$ cat src/rtl/dm_arbiter.sv
`default_nettype none
// +------------------------------------------------------------------------+
// | dm_arbiter                                                             |
// | Round-robin CPU/IO arbiter and access sequencer for the data memory.   |
// | Revision: 1.0                                                          |
// +------------------------------------------------------------------------+
module dm_arbiter #(
  parameter int ADDR_W  = 12,
  parameter int DATA_W  = 32,
  parameter int LAST_OK = 4092
) (
  input  logic              clk,
  input  logic              reset_n,
  input  logic              cpu_req,
  input  logic              cpu_wr,
  input  logic [ADDR_W-1:0] cpu_addr,
  input  logic [DATA_W-1:0] cpu_wdata,
  output logic              cpu_ack,
  output logic              cpu_err,
  output logic [DATA_W-1:0] cpu_rdata,
  input  logic              io_req,
  input  logic              io_wr,
  input  logic [ADDR_W-1:0] io_addr,
  input  logic [DATA_W-1:0] io_wdata,
  output logic              io_ack,
  output logic              io_err,
  output logic [DATA_W-1:0] io_rdata,
  output logic              dm_cs,
  output logic              dm_wr,
  output logic              dm_rd,
  output logic [ADDR_W-1:0] dm_addr,
  output logic [DATA_W-1:0] dm_din,
  input  logic [DATA_W-1:0] dm_dout
);

  localparam logic [ADDR_W-1:0] LAST_ADDR = ADDR_W'(LAST_OK);

  typedef enum logic [1:0] {
    IDLE   = 2'd0,
    ACCESS = 2'd1,
    DONE   = 2'd2
  } state_t;

  state_t              state_q, state_d;
  logic                last_io_q, last_io_d;
  logic                dm_cs_q, dm_cs_d;
  logic                dm_wr_q, dm_wr_d;
  logic                dm_rd_q, dm_rd_d;
  logic [ADDR_W-1:0]   dm_addr_q, dm_addr_d;
  logic [DATA_W-1:0]   dm_din_q, dm_din_d;
  logic                cpu_ack_q, cpu_ack_d;
  logic                cpu_err_q, cpu_err_d;
  logic                io_ack_q, io_ack_d;
  logic                io_err_q, io_err_d;
  logic [DATA_W-1:0]   cpu_rdata_q, cpu_rdata_d;
  logic [DATA_W-1:0]   io_rdata_q, io_rdata_d;

  logic                grant_io;
  logic                sel_wr;
  logic [ADDR_W-1:0]   sel_addr;
  logic [DATA_W-1:0]   sel_wdata;
  logic                sel_legal;

  // last_io_q doubles as the identity of the port currently being served.
  always_comb begin
    grant_io  = io_req && (!cpu_req || !last_io_q);
    sel_wr    = grant_io ? io_wr    : cpu_wr;
    sel_addr  = grant_io ? io_addr  : cpu_addr;
    sel_wdata = grant_io ? io_wdata : cpu_wdata;
    sel_legal = (sel_addr <= LAST_ADDR);
  end

  always_comb begin
    state_d     = state_q;
    last_io_d   = last_io_q;
    dm_cs_d     = 1'b0;
    dm_wr_d     = 1'b0;
    dm_rd_d     = 1'b0;
    dm_addr_d   = dm_addr_q;
    dm_din_d    = dm_din_q;
    cpu_ack_d   = 1'b0;
    cpu_err_d   = 1'b0;
    io_ack_d    = 1'b0;
    io_err_d    = 1'b0;
    cpu_rdata_d = cpu_rdata_q;
    io_rdata_d  = io_rdata_q;
    case (state_q)
      IDLE: begin
        if (cpu_req || io_req) begin
          last_io_d = grant_io;
          if (sel_legal) begin
            state_d   = ACCESS;
            dm_cs_d   = 1'b1;
            dm_wr_d   = sel_wr;
            dm_rd_d   = !sel_wr;
            dm_addr_d = sel_addr;
            dm_din_d  = sel_wdata;
          end else begin
            // Out-of-range access never reaches the memory pins.
            state_d   = DONE;
            cpu_ack_d = !grant_io;
            cpu_err_d = !grant_io;
            io_ack_d  = grant_io;
            io_err_d  = grant_io;
          end
        end
      end
      ACCESS: begin
        state_d   = DONE;
        cpu_ack_d = !last_io_q;
        io_ack_d  = last_io_q;
        if (dm_rd_q) begin
          if (last_io_q) io_rdata_d  = dm_dout;
          else           cpu_rdata_d = dm_dout;
        end
      end
      DONE:    state_d = IDLE;
      default: state_d = IDLE;
    endcase
  end

  always_ff @(posedge clk) begin
    if (!reset_n) begin
      state_q     <= IDLE;
      last_io_q   <= 1'b1;
      dm_cs_q     <= 1'b0;
      dm_wr_q     <= 1'b0;
      dm_rd_q     <= 1'b0;
      dm_addr_q   <= '0;
      dm_din_q    <= '0;
      cpu_ack_q   <= 1'b0;
      cpu_err_q   <= 1'b0;
      io_ack_q    <= 1'b0;
      io_err_q    <= 1'b0;
      cpu_rdata_q <= '0;
      io_rdata_q  <= '0;
    end else begin
      state_q     <= state_d;
      last_io_q   <= last_io_d;
      dm_cs_q     <= dm_cs_d;
      dm_wr_q     <= dm_wr_d;
      dm_rd_q     <= dm_rd_d;
      dm_addr_q   <= dm_addr_d;
      dm_din_q    <= dm_din_d;
      cpu_ack_q   <= cpu_ack_d;
      cpu_err_q   <= cpu_err_d;
      io_ack_q    <= io_ack_d;
      io_err_q    <= io_err_d;
      cpu_rdata_q <= cpu_rdata_d;
      io_rdata_q  <= io_rdata_d;
    end
  end

  assign cpu_ack   = cpu_ack_q;
  assign cpu_err   = cpu_err_q;
  assign cpu_rdata = cpu_rdata_q;
  assign io_ack    = io_ack_q;
  assign io_err    = io_err_q;
  assign io_rdata  = io_rdata_q;
  assign dm_cs     = dm_cs_q;
  assign dm_wr     = dm_wr_q;
  assign dm_rd     = dm_rd_q;
  assign dm_addr   = dm_addr_q;
  assign dm_din    = dm_din_q;

endmodule
`default_nettype wire

$ cat config.mk
export PLATFORM = sky130hd
export DESIGN_NAME = dm_arbiter
export DESIGN_NICKNAME = d
export VERILOG_FILES = /design/src/rtl/dm_arbiter.sv
export SDC_FILE = /design/constraint.sdc
export NUM_CORES = 1
export LEC_CHECK = 0
export ABC_AREA = 0
export CORE_MARGIN = 3
export CORE_UTILIZATION = 56
export CTS_CLUSTER_SIZE = 24
export DETAILED_ROUTE_END_ITERATION = 16
export DONT_BUFFER_PORTS = 1
export PLACE_DENSITY = 0.83
export REMOVE_ABC_BUFFERS = 1
export SYNTH_ARGS = -nofsm -noshare
export SYNTH_HDL_FRONTEND = slang
export SYNTH_SLANG_ARGS = --single-unit
$ cat constraint.sdc
create_clock -name clk -period 1.84 [get_ports clk]
set_input_delay 0.368 -clock clk [delete_from_list [all_inputs] [get_ports clk]]
set_output_delay 0.368 -clock clk [all_outputs]
set_load 0.02 [all_outputs]
==> impl_metrics.csv <==
group,metric,value,unit
run_status,status,"finished, final reports clean",
timing,fin_worst_skew,0.00658,ns
worst_setup_path,path_buf_inv,2,
synth,seq_area_frac_synth,48.7,%
synth,synth_top_family_by_area,"simple AND/OR/NAND/NOR gates",
synth,synth_area_leaders,"dfxtp_1, nand2_1, a21boi_0",
synth,synth_commonest_cells,"nand2_1, dfxtp_1, a21boi_0",
floorplan,start_util,58.4,%
synth,yosys.area_share.simple,24.7,%
placement,hpwl,8.67,mm
timing,rsz0062_at_grt,"false",
synth,synth_compound_area_share,21.8,%
synth,yosys.area_share.adder,0,%
worst_hold_path,hold_path.class,"primary input to register",
floorplan,rows,33,
clock_network,clkLatencyLatePin,0.49,ns
route,ant_nets,0,
finish,drive_above_1_share,14.7,%
pwr,p_per_area,1150,nW/um2
worst_setup_path,cp_cell_sequence,"a21boi_4 > buf_4 > or4_4 > nand2b_4 > clkbuf_16 > o221a_1",
pwr,switchingPower,1710,uW
global_route,grt_max_degree,113,
worst_setup_path,cpPeakStageDelay,0.56,ns
floorplan,dieArea,9810,um2
clock_network,clockBufferDepth,2,
finish,layout.cells.non_filler,718,
pwr,combPwrFrac,8.9,%
worst_setup_path,cp_max_fo,19,
timing,min_period,1.71,ns
clock_network,cts_tree,"done",
pwr,p_seq_share,43.5,%
global_route,grt_pass1_vias,4121,
worst_setup_path,crit_slowest_cell,"or4_4",
pwr,p_leak,0.00222,uW
synth,ys_ff_latch,118,
timing,finalSetupViolCount,0,
global_route,grt_antenna_before_repair,0,
worst_setup_path,arrival,2.15,ns
global_route,overflow,0,
timing,hold_ws,0.0200,ns
timing,max_freq,0.583,GHz
route,routed_via_density,5.94,
pwr,switching_share,25.0,%
synth,synth_top_area_cell,"dfxtp_1",
route,wirelength,14.3,mm
global_route,grt_pass1_wl,21.2,mm
finish,nNetsFinal,726,
clock_network,cts-root-buf,"clkbuf_8",
pwr,ir_worst_vdd,0.689,mV
placement,portBuffers,0,
route,dr_total_vias,4266,
floorplan,die_h,99.0,um
synth,async_flop_share,0,%
clock_network,h-tree-depth,4,
clock_network,cts_made_buffers,17,
route,wire_per_inst,20.0,um
route,drtIter0Drc,176,
synth,synth_area_per_cell,8.40,um2
worst_setup_path,startpoint_type,"register",
synth,ys_warn_count,0,
floorplan,core-area,8300,um2
finish,insertedDiodeCount,0,
worst_setup_path,crit_required,2.28,ns
placement,dpl_cell_area,5000,um2
route,route.detailed.drc,0,
clock_network,cts.sinks,118,
synth,synthCells,577,
timing,hold_viol,0,
timing,fin_crit_sh,93.2,%
worst_setup_path,path_delay_family,"simple AND/OR/NAND/NOR gates",
route,first_pass_iters,5,
global_route,track_usage,27.0,%
worst_setup_path,worstSetupEndpointType,"register",
synth,syn_area,4850,um2
pwr,p_int,5140,uW
flow_run,max-cap-violations,0,
synth,synth_xor_area_share,0,%
worst_setup_path,path_class,"register to register",
synth,synth_ff_type,"dfxtp_1",
finish,area_delta_synth_final,22.7,%
floorplan,die_w,99.0,um
timing,relSlewSlack,59.1,%
clock_network,clk_pin_slew,0.06,ns
synth,synth_top_area_share,48.7,%
synth,synth_most_common_cell,"nand2_1",
timing,worst_slew_pin_slew,0.612,ns
synth,muxShareOfSynthArea,0.206,%
placement,dp.cells,654,
timing,finalMaxSlewViolations,0,
finish,postLayoutCellArea,5950,um2
synth,synth.distinct_cells,32,
finish,fill_cells,589,
pwr,p_clk_share,47.6,%
placement,gp_congestion,0.843,
synth,synth-edff-count,0,
floorplan,io_pins,241,
cells by family (layout without fill, tap and decap cells):
group / after synthesis / in the layout
buf+inv: 49 / 85
flops: 118 / 118
compound gates: 120 / 120
simple gates: 289 / 289
mux: 1 / 1
final timing paths:
check | from | endpoint | slack (ns) | depth (start not counted)
setup / recovery | last_io_q | dm_din[20] | 0.13 | 6
hold / removal | reset_n | cpu_rdata[31] | 0.02 | 1
setup reg to reg | last_io_q | dm_din[20] | 0.13 | 6
hold reg to reg | cpu_rdata[30] | cpu_rdata[30] | 0.57 | 2
placed cells by master (no fill, tap or decap), types with 2 or more instances in the layout:
cell type,instances
clkinvlp_4,3
nor2_1,35
clkinv_2,5
nand4_1,4
o221a_1,20
clkbuf_16,17
a21oi_1,3
bufinv_16,3
buf_4,18
clkinv_4,2
o211ai_1,2
nand2_1,202
dlygate4sd3_1,27
dfxtp_1,117
clkbuf_8,3
nand3_1,35
a21boi_0,64
o221a_2,24
buf_12,6
o21ai_0,2
flip-flops by register name, summed over array words and instances (netlist names):
register and flops:
dm_wr 1, dm_cs 1, io_ack 1, io_rdata 32, last_io_q 1, cpu_ack 1
cpu_err 1, cpu_rdata 32, dm_addr 12, dm_rd 1, io_err 1, state_q 2
dm_din 32
through the flow:
step	setup TNS [ns]	setup WS (ns)	util (%)	total power, uW
final	0	0.125	71.7	6860
after detailed placement	-3.24	-0.166	60.2	3550
after CTS	0	0.0177	70.4	6870
after global routing	0	0.0340	71.7	7090
after floorplan	-154.34	-2.29	-	3360
after global placement	-2.24	-0.102	60.2	3520
per-layer routing:
layer | vias to the layer above | part of all wire (%) | GRT usage (%) | wire length (um)
met3 | 27 | 11 | 11.7 | 1640
met4 | 0 | 2.1 | 9.45 | 299
met5 | - | 0 | 0 | 0
li1 | 2028 | - | - | -
met1 | 1962 | 37 | 31.2 | 5300
met2 | 249 | 50 | 44.8 | 7090
worst register-to-register path, delay by kind of cell (launching register included):
family	cells	cell delay, ns
AND/OR/NAND/NOR	2	0.68
flip-flops	1	0.38
buffers and inverters	2	0.33
AO/OA/AOI/OAI	2	0.27
timing repair:
item,CTS,global route
endpoints found under the hold margin,27,6
setup endpoints to repair,34,34
pin swaps,1,0
hold buffers,20,7
resized for setup,1,2
gates cloned,0,1
setup buffers,4,0
power by group through the flow:
| stage | sequential, uW | clock (uW) | combinational (uW) |
|---|---|---|---|
| 5_1_grt | 3000 | 3430 | 668 |
| 4_1_cts | 2980 | 3300 | 584 |
| 6_report | 2980 | 3270 | 608 |
| 3_3_place_gp | 3030 | 0 | 493 |
| 2_1_floorplan | 2990 | 0 | 370 |
| 3_5_place_dp | 3030 | 0 | 521 |
cell type report:
class / instances / area (um2) / share of cell area, %
Inverter: 1 / 3.75 / 0.0631
Sequential cell: 118 / 2360 / 39.7
Multi-Input combinational cell: 410 / 2300 / 38.7
Timing Repair Buffer: 52 / 551 / 9.26
Clock inverter: 13 / 155 / 2.61
Clock buffer: 19 / 442 / 7.43
Tap cell: 105 / 131 / 2.21
Note: power is estimated with default switching activity, not from simulation.
